$ cat src/rtl/can_pkg.sv
// can_pkg: shared CAN controller types, bus levels and default bit counts.
//   Used by can_bit_sampler, can_ifs_tx and the receive-side detector.
package can_pkg;

   typedef enum logic [3:0] {
      WAIT_IDLE,
      BUS_IDLE,
      SOF,
      FRAME,
      ACK_SLOT,
      ACK_DELIM,
      EOF,
      IFS,
      SUSPEND
   } ifs_state_t;

   localparam logic RECESSIVE = 1'b1;
   localparam logic DOMINANT  = 1'b0;

   localparam int EOF_BITS_DEF     = 7;
   localparam int IFS_BITS_DEF     = 3;
   localparam int SUSPEND_BITS_DEF = 8;
   localparam int IDLE_BITS_DEF    = 11;

   function automatic logic majority3(input logic a, input logic b, input logic c);
      return (a & b) | (a & c) | (b & c);
   endfunction

endpackage

$ cat src/rtl/can_ifs_tx_if.sv
// can_ifs_tx_if: bus between bit timing / frame logic and the interframe sequencer.
//   master drives txPoint, samplePulse, rateSelector, rxBit, frameDone, ackDrive,
//   sofReq, errPassive; slave (can_ifs_tx) drives dOut, txGrant, rxSof, busIdle,
//   ackErr, formErr, overloadDet.
interface can_ifs_tx_if;
   logic txPoint;
   logic samplePulse;
   logic rateSelector;
   logic rxBit;
   logic frameDone;
   logic ackDrive;
   logic sofReq;
   logic errPassive;
   logic dOut;
   logic txGrant;
   logic rxSof;
   logic busIdle;
   logic ackErr;
   logic formErr;
   logic overloadDet;

   modport master (
      output txPoint, samplePulse, rateSelector, rxBit, frameDone, ackDrive, sofReq, errPassive,
      input  dOut, txGrant, rxSof, busIdle, ackErr, formErr, overloadDet
   );

   modport slave (
      input  txPoint, samplePulse, rateSelector, rxBit, frameDone, ackDrive, sofReq, errPassive,
      output dOut, txGrant, rxSof, busIdle, ackErr, formErr, overloadDet
   );
endinterface

$ cat src/rtl/can_bit_sampler.sv
// can_bit_sampler: turns sample-point pulses into one decided bit per bit time.
//   Ports: clk, resetN (sync, active-low), txPoint (bit start, restarts counting),
//   samplePulse, rateSelector (1 = 3-sample majority, 0 = single sample), rxBit,
//   bitValid (one-cycle pulse), bitVal (decided level).
module can_bit_sampler
   import can_pkg::*;
(
   input  logic clk,
   input  logic resetN,
   input  logic txPoint,
   input  logic samplePulse,
   input  logic rateSelector,
   input  logic rxBit,
   output logic bitValid,
   output logic bitVal
);

   logic [1:0] r_cnt;
   logic [1:0] r_smp;
   logic       r_valid;
   logic       r_val;
   logic [1:0] w_cnt;
   logic       w_last;

   // Count 3 means this bit is already decided; later pulses are ignored.
   assign w_cnt  = txPoint ? 2'd0 : r_cnt;
   assign w_last = rateSelector ? (w_cnt == 2'd2) : (w_cnt == 2'd0);

   always_ff @(posedge clk) begin
      if (!resetN) begin
         r_cnt   <= 2'd0;
         r_smp   <= 2'd0;
         r_valid <= 1'b0;
         r_val   <= 1'b0;
      end else begin
         r_valid <= 1'b0;
         r_cnt   <= w_cnt;
         if (samplePulse && w_cnt != 2'd3) begin
            r_smp[w_cnt[0]] <= rxBit;
            r_cnt           <= w_last ? 2'd3 : w_cnt + 2'd1;
            if (w_last) begin
               r_valid <= 1'b1;
               r_val   <= rateSelector ? majority3(r_smp[0], r_smp[1], rxBit) : rxBit;
            end
         end
      end
   end

   assign bitValid = r_valid;
   assign bitVal   = r_val;

endmodule

$ cat src/rtl/can_ifs_tx.sv
// can_ifs_tx: transmit-side ACK/EOF/intermission sequencer and bus-idle / SOF arbiter.
//   Ports: clk, resetN (sync, active-low), bus (can_ifs_tx_if.slave):
//   inputs txPoint, samplePulse, rateSelector, rxBit, frameDone, ackDrive, sofReq,
//   errPassive; outputs dOut (registered TX line), txGrant, rxSof, busIdle,
//   ackErr, formErr, overloadDet.
//   Optional: define SUSPEND_TX_EN to add suspend-transmission after own frames
//   while error-passive.
module can_ifs_tx
   import can_pkg::*;
#(
   parameter int EOF_BITS     = EOF_BITS_DEF,
   parameter int IFS_BITS     = IFS_BITS_DEF,
   parameter int IDLE_BITS    = IDLE_BITS_DEF,
   parameter int CNT_W        = $clog2(IDLE_BITS + 1)
`ifdef SUSPEND_TX_EN
   ,
   parameter int SUSPEND_BITS = SUSPEND_BITS_DEF
`endif
)
(
   input  logic         clk,
   input  logic         resetN,
   can_ifs_tx_if.slave  bus
);

   ifs_state_t       r_state;
   logic [CNT_W-1:0] r_cnt;
   logic             r_dOut;
   logic             r_txGrant;
   logic             r_rxSof;
   logic             r_busIdle;
   logic             r_ackErr;
   logic             r_formErr;
   logic             r_overloadDet;
   logic             w_bitValid;
   logic             w_bitVal;
   logic [CNT_W-1:0] w_cntNext;
`ifdef SUSPEND_TX_EN
   logic             r_ownTx;
`endif

   can_bit_sampler u_sampler (
      .clk          (clk),
      .resetN       (resetN),
      .txPoint      (bus.txPoint),
      .samplePulse  (bus.samplePulse),
      .rateSelector (bus.rateSelector),
      .rxBit        (bus.rxBit),
      .bitValid     (w_bitValid),
      .bitVal       (w_bitVal)
   );

   // w_cntNext is the 1-based index of the bit currently being decided.
   assign w_cntNext = r_cnt + 1'b1;

   always_ff @(posedge clk) begin
      if (!resetN) begin
         r_state       <= WAIT_IDLE;
         r_cnt         <= '0;
         r_dOut        <= RECESSIVE;
         r_txGrant     <= 1'b0;
         r_rxSof       <= 1'b0;
         r_busIdle     <= 1'b0;
         r_ackErr      <= 1'b0;
         r_formErr     <= 1'b0;
         r_overloadDet <= 1'b0;
`ifdef SUSPEND_TX_EN
         r_ownTx       <= 1'b0;
`endif
      end else begin
         r_txGrant     <= 1'b0;
         r_rxSof       <= 1'b0;
         r_ackErr      <= 1'b0;
         r_formErr     <= 1'b0;
         r_overloadDet <= 1'b0;
         // The granting txPoint itself already starts the dominant SOF bit.
         if (bus.txPoint)
            r_dOut <= ((r_state == ACK_SLOT && bus.ackDrive) || r_state == SOF ||
                       (r_state == BUS_IDLE && bus.sofReq)) ? DOMINANT : RECESSIVE;
         case (r_state)
            WAIT_IDLE:
               if (w_bitValid) begin
                  if (w_bitVal == DOMINANT)
                     r_cnt <= '0;
                  else if (w_cntNext == CNT_W'(IDLE_BITS)) begin
                     r_cnt     <= '0;
                     r_state   <= BUS_IDLE;
                     r_busIdle <= 1'b1;
                  end else
                     r_cnt <= w_cntNext;
               end
            BUS_IDLE:
               if (bus.txPoint && bus.sofReq) begin
                  r_state   <= SOF;
                  r_txGrant <= 1'b1;
                  r_busIdle <= 1'b0;
               end else if (w_bitValid && w_bitVal == DOMINANT) begin
                  r_state   <= FRAME;
                  r_rxSof   <= 1'b1;
                  r_busIdle <= 1'b0;
               end
            SOF:
               if (w_bitValid)
                  r_state <= FRAME;
            FRAME:
               if (bus.frameDone)
                  r_state <= ACK_SLOT;
            ACK_SLOT: begin
               r_cnt <= '0;
               if (w_bitValid) begin
`ifdef SUSPEND_TX_EN
                  r_ownTx <= !bus.ackDrive;
`endif
                  if (!bus.ackDrive && w_bitVal == RECESSIVE) begin
                     r_ackErr <= 1'b1;
                     r_state  <= WAIT_IDLE;
                  end else
                     r_state <= ACK_DELIM;
               end
            end
            ACK_DELIM: begin
               r_cnt <= '0;
               if (w_bitValid) begin
                  if (w_bitVal == DOMINANT) begin
                     r_formErr <= 1'b1;
                     r_state   <= WAIT_IDLE;
                  end else
                     r_state <= EOF;
               end
            end
            EOF:
               if (w_bitValid) begin
                  if (w_bitVal == DOMINANT) begin
                     r_cnt   <= '0;
                     r_state <= WAIT_IDLE;
                     if (w_cntNext == CNT_W'(EOF_BITS))
                        r_overloadDet <= 1'b1;
                     else
                        r_formErr <= 1'b1;
                  end else if (w_cntNext == CNT_W'(EOF_BITS)) begin
                     r_cnt   <= '0;
                     r_state <= IFS;
                  end else
                     r_cnt <= w_cntNext;
               end
            IFS:
               if (w_bitValid) begin
                  if (w_bitVal == DOMINANT) begin
                     r_cnt <= '0;
                     if (w_cntNext == CNT_W'(IFS_BITS)) begin
                        r_rxSof <= 1'b1;
                        r_state <= FRAME;
                     end else begin
                        r_overloadDet <= 1'b1;
                        r_state       <= WAIT_IDLE;
                     end
                  end else if (w_cntNext == CNT_W'(IFS_BITS)) begin
                     r_cnt <= '0;
`ifdef SUSPEND_TX_EN
                     if (bus.errPassive && r_ownTx)
                        r_state <= SUSPEND;
                     else begin
                        r_state   <= BUS_IDLE;
                        r_busIdle <= 1'b1;
                     end
`else
                     r_state   <= BUS_IDLE;
                     r_busIdle <= 1'b1;
`endif
                  end else
                     r_cnt <= w_cntNext;
               end
`ifdef SUSPEND_TX_EN
            SUSPEND:
               if (w_bitValid) begin
                  if (w_bitVal == DOMINANT) begin
                     r_cnt   <= '0;
                     r_rxSof <= 1'b1;
                     r_state <= FRAME;
                  end else if (w_cntNext == CNT_W'(SUSPEND_BITS)) begin
                     r_cnt     <= '0;
                     r_state   <= BUS_IDLE;
                     r_busIdle <= 1'b1;
                  end else
                     r_cnt <= w_cntNext;
               end
`endif
            default: begin
               r_cnt   <= '0;
               r_state <= WAIT_IDLE;
            end
         endcase
      end
   end

   assign bus.dOut        = r_dOut;
   assign bus.txGrant     = r_txGrant;
   assign bus.rxSof       = r_rxSof;
   assign bus.busIdle     = r_busIdle;
   assign bus.ackErr      = r_ackErr;
   assign bus.formErr     = r_formErr;
   assign bus.overloadDet = r_overloadDet;

endmodule

$ cat src/flat_wrapper.sv
// flat-port wrapper written by rule: the top's interface ports become plain ports
module can_ifs_tx_flat import can_pkg::*;
#(
   parameter int EOF_BITS     = EOF_BITS_DEF,
   parameter int IFS_BITS     = IFS_BITS_DEF,
   parameter int IDLE_BITS    = IDLE_BITS_DEF,
   parameter int CNT_W        = $clog2(IDLE_BITS + 1)

)
  (clk, resetN, bus_txPoint, bus_samplePulse, bus_rateSelector, bus_rxBit, bus_frameDone, bus_ackDrive, bus_sofReq, bus_errPassive, bus_dOut, bus_txGrant, bus_rxSof, bus_busIdle, bus_ackErr, bus_formErr, bus_overloadDet);
  can_ifs_tx_if bus_i ();
  input  logic clk;
  input  logic resetN;
  input wire logic [$bits(bus_i.txPoint)-1:0] bus_txPoint;
  input wire logic [$bits(bus_i.samplePulse)-1:0] bus_samplePulse;
  input wire logic [$bits(bus_i.rateSelector)-1:0] bus_rateSelector;
  input wire logic [$bits(bus_i.rxBit)-1:0] bus_rxBit;
  input wire logic [$bits(bus_i.frameDone)-1:0] bus_frameDone;
  input wire logic [$bits(bus_i.ackDrive)-1:0] bus_ackDrive;
  input wire logic [$bits(bus_i.sofReq)-1:0] bus_sofReq;
  input wire logic [$bits(bus_i.errPassive)-1:0] bus_errPassive;
  output wire logic [$bits(bus_i.dOut)-1:0] bus_dOut;
  output wire logic [$bits(bus_i.txGrant)-1:0] bus_txGrant;
  output wire logic [$bits(bus_i.rxSof)-1:0] bus_rxSof;
  output wire logic [$bits(bus_i.busIdle)-1:0] bus_busIdle;
  output wire logic [$bits(bus_i.ackErr)-1:0] bus_ackErr;
  output wire logic [$bits(bus_i.formErr)-1:0] bus_formErr;
  output wire logic [$bits(bus_i.overloadDet)-1:0] bus_overloadDet;
  assign bus_i.txPoint = bus_txPoint;
  assign bus_i.samplePulse = bus_samplePulse;
  assign bus_i.rateSelector = bus_rateSelector;
  assign bus_i.rxBit = bus_rxBit;
  assign bus_i.frameDone = bus_frameDone;
  assign bus_i.ackDrive = bus_ackDrive;
  assign bus_i.sofReq = bus_sofReq;
  assign bus_i.errPassive = bus_errPassive;
  assign bus_dOut = bus_i.dOut;
  assign bus_txGrant = bus_i.txGrant;
  assign bus_rxSof = bus_i.rxSof;
  assign bus_busIdle = bus_i.busIdle;
  assign bus_ackErr = bus_i.ackErr;
  assign bus_formErr = bus_i.formErr;
  assign bus_overloadDet = bus_i.overloadDet;
  can_ifs_tx #(.EOF_BITS(EOF_BITS), .IFS_BITS(IFS_BITS), .IDLE_BITS(IDLE_BITS), .CNT_W(CNT_W)) u_core (.clk(clk), .resetN(resetN), .bus(bus_i));
endmodule
$ cat config.mk
export PLATFORM = sky130hd
export DESIGN_NAME = can_ifs_tx_flat
export DESIGN_NICKNAME = d
export VERILOG_FILES = /design/src/rtl/can_pkg.sv /design/src/rtl/can_ifs_tx_if.sv /design/src/rtl/can_bit_sampler.sv /design/src/rtl/can_ifs_tx.sv /design/src/flat_wrapper.sv
export SDC_FILE = /design/constraint.sdc
export NUM_CORES = 1
export LEC_CHECK = 0
export ABC_AREA = 1
export BUFFER_PORTS_ARGS = -buffer_cell sky130_fd_sc_hd__buf_2
export CAP_MARGIN = 0
export CELL_PAD_IN_SITES_DETAIL_PLACEMENT = 0
export CELL_PAD_IN_SITES_GLOBAL_PLACEMENT = 1
export CORE_ASPECT_RATIO = 1.4
export CORE_MARGIN = 2
export CORE_UTILIZATION = 39
export DETAILED_ROUTE_END_ITERATION = 7
export GPL_TIMING_DRIVEN = 0
export PLACE_DENSITY_LB_ADDON = 0.12
export SYNTH_ARGS = -nofsm -noshare
export SYNTH_HDL_FRONTEND = slang
export SYNTH_HIERARCHICAL = 1
export SYNTH_SLANG_ARGS = --single-unit
$ cat constraint.sdc
create_clock -name clk -period 2.3 [get_ports clk]
set_clock_uncertainty 0.2 [all_clocks]
set_input_delay 0.115 -clock clk [delete_from_list [all_inputs] [get_ports clk]]
set_output_delay 0.115 -clock clk [all_outputs]
set_load 0.01 [all_outputs]
==> results of run 1 <==
==> timing repair <==
action / CTS / global route
hold buffers: 8 / 0
resized for setup: 0 / 0
endpoints found under the hold margin: 11 / 0
setup endpoints to repair: 0 / 0
==> worst max path at each step <==
stage,startpoint,to,slack (ns),cells after the start
4_1_cts,u_core/r_cnt[0],u_core/r_state[2],0.36,12
6_report,u_core/r_cnt[0],u_core/r_state[2],0.34,12
3_3_place_gp,u_core/r_cnt[0],u_core/r_state[2],0.43,12
5_1_grt,u_core/r_cnt[0],u_core/r_state[2],0.16,12
3_5_place_dp,u_core/r_cnt[0],u_core/r_state[2],0.39,12
2_1_floorplan,u_core/r_cnt[0],u_core/r_state[2],0.65,11
==> metrics by stage <==
step	setup slack, ns	hold slack [ns]	std cells	area (sq um)	utilization [%]
detailed placement	0.387	0.186	249	1380	44.7
floorplan	0.646	0.0138	195	1260	-
global placement	0.433	0.179	249	1380	44.7
finish	0.340	-0.00194	261	1530	49.6
CTS	0.361	0.00163	261	1530	49.6
global route	0.162	0.0214	261	1530	49.6
==> worst register-to-register path: stages (launching register included) <==
cell	delay, ns
dfxtp_1	0.45
ha_1	0.24
inv_1	0.07
nand2_1	0.06
nand2_1	0.07
nor2_1	0.10
nand2_1	0.10
nand2_1	0.16
nand2_2	0.11
nor2_1	0.14
nand2_1	0.07
nand2_1	0.05
nor2_1	0.03
==> where the power goes <==
part	internal [W]	switching [W]
registers	0.000355	0.00000684
clock network	0.000233	0.000129
logic	0.0000344	0.0000463
==> flip-flops by register name, summed over array words and instances, names as in the netlist <==
signal                     cells
u_core/u_sampler/r_smp         2
u_core/bus.rxSof               1
u_core/bus.txGrant             1
u_core/bus.overloadDet         1
u_core/bus.ackErr              1
u_core/u_sampler/r_cnt         2
u_core/r_state                 3
u_core/bus.dOut                1
u_core/bus.formErr             1
u_core/bus.busIdle             1
u_core/r_cnt                   4
u_core/u_sampler/bitVal        1
u_core/u_sampler/bitValid      1
==> final cells by class <==
| class | count | area (sq um) |
|---|---|---|
| inverters | 28 | 106 |
| flip-flops and latches | 20 | 400 |
| well taps | 39 | 48.8 |
| fillers | 323 | 1560 |
| clock inverters | 1 | 30.0 |
| plain buffers | 2 | 15.0 |
| multi-input cells | 145 | 736 |
| clock buffers | 3 | 41.3 |
| repair buffers | 23 | 155 |
==> cell families (layout without fill, tap and decap cells) <==
group / count (synthesis) / in the layout / share of synthesized area [%]
flip-flops: 20 / 20 / 31.8
AO/OA/AOI/OAI: 31 / 31 / 15.3
buffers and inverters: 30 / 57 / 9.65
adder cells (fa/ha/maj): 2 / 2 / 1.99
AND/OR/NAND/NOR: 112 / 112 / 41.2
==> cell usage in the layout, fill, tap and decap left out, types with 3 or more instances in the layout <==
master         synthesis  layout
o21ai_0                8       8
nand2_1               50      50
nor2_1                25      25
o211ai_1               4       4
o21ai_1                4       4
inv_1                 24      24
nor3_1                 3       3
a21oi_1               11      11
dlygate4sd3_1          0       8
clkbuf_8               0       3
nor2_2                 3       3
nand3_2                3       3
nand3_1               14      14
inv_2                  3       3
dfxtp_1               20      20
nand4_1                5       5
buf_2                  0      15
nand2_2                5       5
==> metal layers <==
metal / up-vias / track usage (%) / wire length, um
met2: 28 / 38.4 / 1810
met1: 619 / 20.8 / 1320
met3: 12 / 2.74 / 77
li1: 687 / - / -
met4: 0 / 9.36 / 104
met5: - / 0 / 0
==> flow_summary_export.csv, run 1 <==
group,metric,value,unit
yosys,ys_types,26,
worst_setup_path,worstPathCellList,"ha_1 > inv_1 > nand2_1 > nand2_1 > nor2_1 > nand2_1 > nand2_1 > nand2_2 > nor2_1 > nand2_1 > nand2_1 > nor2_1",
worst_setup_path,r2r_setup_slack,0.34,ns
yosys,ys.flop_type,"dfxtp_1",
worst_setup_path,r2r_start,"u_core/r_cnt[0]",
yosys,ys_seq_area_share,31.8,%
worst_hold_path,min_path_cells,4,
worst_hold_path,worstHoldStart,"bus_rateSelector",
clock_tree,cts_root_buffer,"clkbuf_8",
worst_setup_path,critPathMaxFanout,6,
worst_setup_path,cpLargestDelayFamily,"simple AND/OR/NAND/NOR gates",
final_layout,final_nets,235,
routing,totalWireLength,3.31,mm
worst_setup_path,critPathKind,"register to register",
grt,grt.total_usage,20.2,%
status,status,"complete, but fails checks",
sta,hold_viol,1,
grt,grt_pass1_wl,5.71,mm
place,port_buffers,15,
sta,maxSlewViolCount,0,
yosys,synth_nets,207,
clock_tree,cts_buffers,3,
yosys,yosys_warnings,6,
grt,overflow,0,
floorplanning,start_util,40.7,%
worst_setup_path,worst_ep_arrival_time,1.92,ns
power,powerDensity,524,nW/um^2
final_layout,diodes,0,
clock_tree,clkTransAtPathRegs,0.08,ns
place,dp_hpwl,2.57,mm
worst_setup_path,endpoint_kind,"register",
power,total_power,0.000803,W
worst_setup_path,crit_buf_inv,1,
routing,wl_per_cell,12.7,um
yosys,synth-edff-count,0,
clock_tree,ctsHtreeMaxLevel,1,
sta,fin_setup_tns,0,ns
sta,fin_hold_ws,-0.00194,ns
grt,antenna_found_initial,0,
power,cellLeakagePower,0.689,nW
routing,drtAntennaViolNets,0,
worst_setup_path,worstPathRequired,2.26,ns
clock_tree,tritoncts,"built",
sta,timing.final.crit_share,85.2,%
worst_setup_path,slowest_stage,"dfxtp_1",
yosys,ys_seq_elements,20,
power,irDropWorstVdd,0.293,mV
yosys,netlist_instances,195,
sta,timing.final.crit_period,1.96,ns
worst_hold_path,min_to,"u_core/u_sampler/bitValid",
floorplanning,coreArea,3090,sq um
routing,drc,0,
worst_setup_path,worstSetupStartpointType,"register",
status,violations,"negative hold slack",
yosys,postSynthAreaPerCell,6.45,sq um
sta,slew_headroom,73.9,%
floorplanning,die_w,52.0,um
sta,rsz0062_at_grt,"no",
yosys,async_reset_ff_share,0,%
routing,num_vias,1346,
floorplanning,num_io_pins,17,
final_layout,syn2layout_area_growth,21.9,%
yosys,synth_area,1260,sq um
flow_run,cap_violations,0,
routing,drtPass1Iterations,4,
clock_tree,postCtsSetupRepairBufs,0,
worst_setup_path,crit_path_max_incr_delay,0.45,ns
routing,viasPerCell,5.16,
yosys,synth_area_leaders,"dfxtp_1, nand2_1, nor2_1, inv_1, nand3_1",
clock_tree,clock_sinks,20,
yosys,synth_top_area_share,31.8,%
worst_setup_path,r2r_end,"u_core/r_state[2]",
place,routabilityCongestion,0.854,
yosys,synth_most_common_cell,"nand2_1",
final_layout,drive_above_1_share,18.5,%
floorplanning,die_h,71.2,um
worst_hold_path,hold_class,"primary input to register",
routing,drtIter0Drc,36,
floorplanning,num_rows,24,
worst_setup_path,ff2ff_path_depth,12,
sta,final-setup-viol-count,0,
sta,tightest_slew,0.387,ns
floorplanning,dieArea,3700,sq um
clock_tree,clockBufferDepth,2,
sta,timing.fmax,0.510,GHz
grt,grt_pass1_vias,1335,
grt,grt_max_degree,13,
worst_setup_path,cp_common_cell,"nand2_1",
yosys,ys_top_cells_by_count,"nand2_1, nor2_1, inv_1",
yosys,synth_largest_area_cell,"dfxtp_1",
clock_tree,worst_skew_pair.late_latency,0.27,ns
Note: power is estimated with default switching activity, not from simulation.
==> inputs of run 2 (changes only) <==
--- a/config.mk
+++ b/config.mk
@@ -10,12 +10,12 @@
 export CAP_MARGIN = 0
 export CELL_PAD_IN_SITES_DETAIL_PLACEMENT = 0
 export CELL_PAD_IN_SITES_GLOBAL_PLACEMENT = 1
-export CORE_ASPECT_RATIO = 1.4
 export CORE_MARGIN = 2
 export CORE_UTILIZATION = 39
 export DETAILED_ROUTE_END_ITERATION = 7
 export GPL_TIMING_DRIVEN = 0
 export PLACE_DENSITY_LB_ADDON = 0.12
+export REMOVE_ABC_BUFFERS = 1
 export SYNTH_ARGS = -nofsm -noshare
 export SYNTH_HDL_FRONTEND = slang
 export SYNTH_HIERARCHICAL = 1
==> flow_summary_export.csv, run 2 (synthesis gave the netlist of run 1 again) <==
group,metric,value,unit
clock_tree,ctsHtreeMaxLevel,1,
clock_tree,clock_sinks,20,
clock_tree,worst_skew_pair.late_latency,0.30,ns
worst_setup_path,critPathMaxFanout,8,
clock_tree,post_cts_resized,0,
grt,antenna_found_initial,0,
worst_setup_path,critPathKind,"register to register",
final_layout,syn2layout_area_growth,22.9,%
final_layout,diodes,0,
worst_setup_path,endpoint_kind,"register",
final_layout,drive_above_1_share,17.4,%
grt,grt_pass1_wl,5.13,mm
sta,timing.fmax,0.495,GHz
worst_setup_path,crit_buf_inv,2,
worst_setup_path,worstSetupStartpointType,"register",
final_layout,final_nets,237,
final_layout,largest_reg_flops,4,
floorplanning,coreArea,3050,sq um
worst_setup_path,cpLargestDelayFamily,"buffers and inverters",
power,cellLeakagePower,0.690,nW
worst_setup_path,crit_path_max_incr_delay,0.56,ns
flow_run,cap_violations,0,
final_layout,final_common_cell,"nand2_1",
floorplanning,die_h,60.8,um
floorplanning,num_rows,20,
power,irDropWorstVdd,0.291,mV
clock_tree,tritoncts,"built",
sta,slew_headroom,75.1,%
grt,overflow,0,
routing,drtAntennaViolNets,0,
place,routabilityCongestion,0.798,
final_layout,reg_top3,"u_core/r_cnt: 4 flops, u_core/r_state: 3 flops",
final_layout,final_util,50.6,%
place,port_buffers,15,
routing,wl_per_cell,11.5,um
worst_setup_path,slowest_stage,"dlygate4sd3_1",
power,powerDensity,476,nW/um^2
grt,grt_pass1_vias,1214,
sta,fin_setup_tns,0,ns
routing,num_vias,1333,
final_layout,fillCellCount,338,
grt,grt_max_degree,13,
clock_tree,cts_root_buffer,"clkbuf_4",
floorplanning,num_io_pins,17,
status,status,"completed",
final_layout,layout_common_cells,"nand2_1, nor2_1, inv_1, dfxtp_1, buf_2",
routing,drtIter0Drc,49,
sta,rsz0062_at_grt,"no",
routing,drc,0,
routing,drtPass1Iterations,4,
floorplanning,die_w,60.8,um
routing,totalWireLength,3.08,mm
sta,final-setup-viol-count,0,
worst_setup_path,worst_ep_arrival_time,2.02,ns
clock_tree,clockBufferDepth,2,
final_layout,max_flop_register,"u_core/r_cnt",
floorplanning,dieArea,3690,sq um
worst_setup_path,worstPathCellList,"clkinv_2 > nor2_1 > nand2_1 > nand4_1 > o211ai_1 > dlygate4sd3_1",
sta,timing.final.crit_period,2.02,ns
routing,viasPerCell,4.97,
sta,hold_viol,0,
worst_hold_path,hold_class,"primary input to register",
worst_setup_path,worstPathRequired,2.30,ns
grt,grt.total_usage,18.2,%
floorplanning,start_util,41.2,%
clock_tree,postCtsSetupRepairBufs,0,
clock_tree,cts_buffers,3,
sta,timing.final.crit_share,87.9,%
clock_tree,clkTransAtPathRegs,0.12,ns
place,dp_hpwl,2.31,mm
sta,tightest_slew,0.369,ns
sta,maxSlewViolCount,0,
[run 2: cell count changes in the layout (fill, tap and decap cells not counted)]
cell / before / now
dlygate4sd3_1: 8 / 12
buf_4: 2 / 0
clkbuf_4: 0 / 3
clkbuf_8: 3 / 0
[run 2: final timing paths]
path | to | depth (start not counted) | startpoint | slack [ns]
setup reg to reg | u_core/bus.dOut | 6 | u_core/r_state[2] | 0.28
hold reg to reg | u_core/bus.busIdle | 2 | u_core/bus.busIdle | 0.28
setup / recovery | u_core/bus.dOut | 6 | u_core/r_state[2] | 0.28
hold / removal | u_core/r_state[0] | 9 | bus_frameDone | 0.24
[run 2: metal layers]
layer	up-vias	global-route usage (%)	wire length (um)
li1	699	-	-
met1	597	24.4	1490
met2	33	30.4	1430
met3	4	2.13	128
met4	0	5.59	29
met5	-	0	0
[run 2: tightest hold or removal path: stages]
cell     delay [ns]
buf_2          0.09
inv_1          0.05
nand4_1        0.08
nand3_1        0.10
nor2_2         0.05
nand2_2        0.08
o21ai_1        0.06
nand2_1        0.05
nor2_1         0.03
[run 2: area by class of cell]
class	instances	area (sq um)	area share (%)
multi-input combinational	145	736	47.6
sequential	20	400	25.9
timing repair buffer	27	195	12.6
inverter	28	106	6.88
tap	44	55.1	3.56
clock inverter	1	30.0	1.94
clock buffer	3	22.5	1.46
[run 2: per-stage QoR]
| stage | instance area [sq um] | hold WS (ns) | power [W] | setup WS (ns) | instances |
|---|---|---|---|---|---|
| 6_report | 1550 | 0.242 | 0.000736 | 0.279 | 268 |
| 5_1_grt | 1550 | 0.294 | 0.000774 | 0.121 | 268 |
| 4_1_cts | 1560 | 0.234 | 0.000746 | 0.0433 | 269 |
| 3_5_place_dp | 1370 | 0.190 | 0.000438 | 0.447 | 252 |
| 3_3_place_gp | 1370 | 0.186 | 0.000437 | 0.409 | 252 |
| 2_1_floorplan | 1240 | 0.0138 | 0.000414 | 0.646 | 193 |
[run 2: power by group]
part,switching (W),leakage [nW],internal (W)
logic,0.0000427,0.500,0.0000364
clock network,0.000115,0.0279,0.000176
registers,0.0000106,0.163,0.000355
total,0.000168,0.690,0.000567
[run 2: timing repair]
| item | 4_1_cts | 5_1_grt |
|---|---|---|
| hold buffers | 13 | 0 |
| endpoints found under the hold margin | 12 | 0 |
| endpoints found under the setup margin | 0 | 1 |
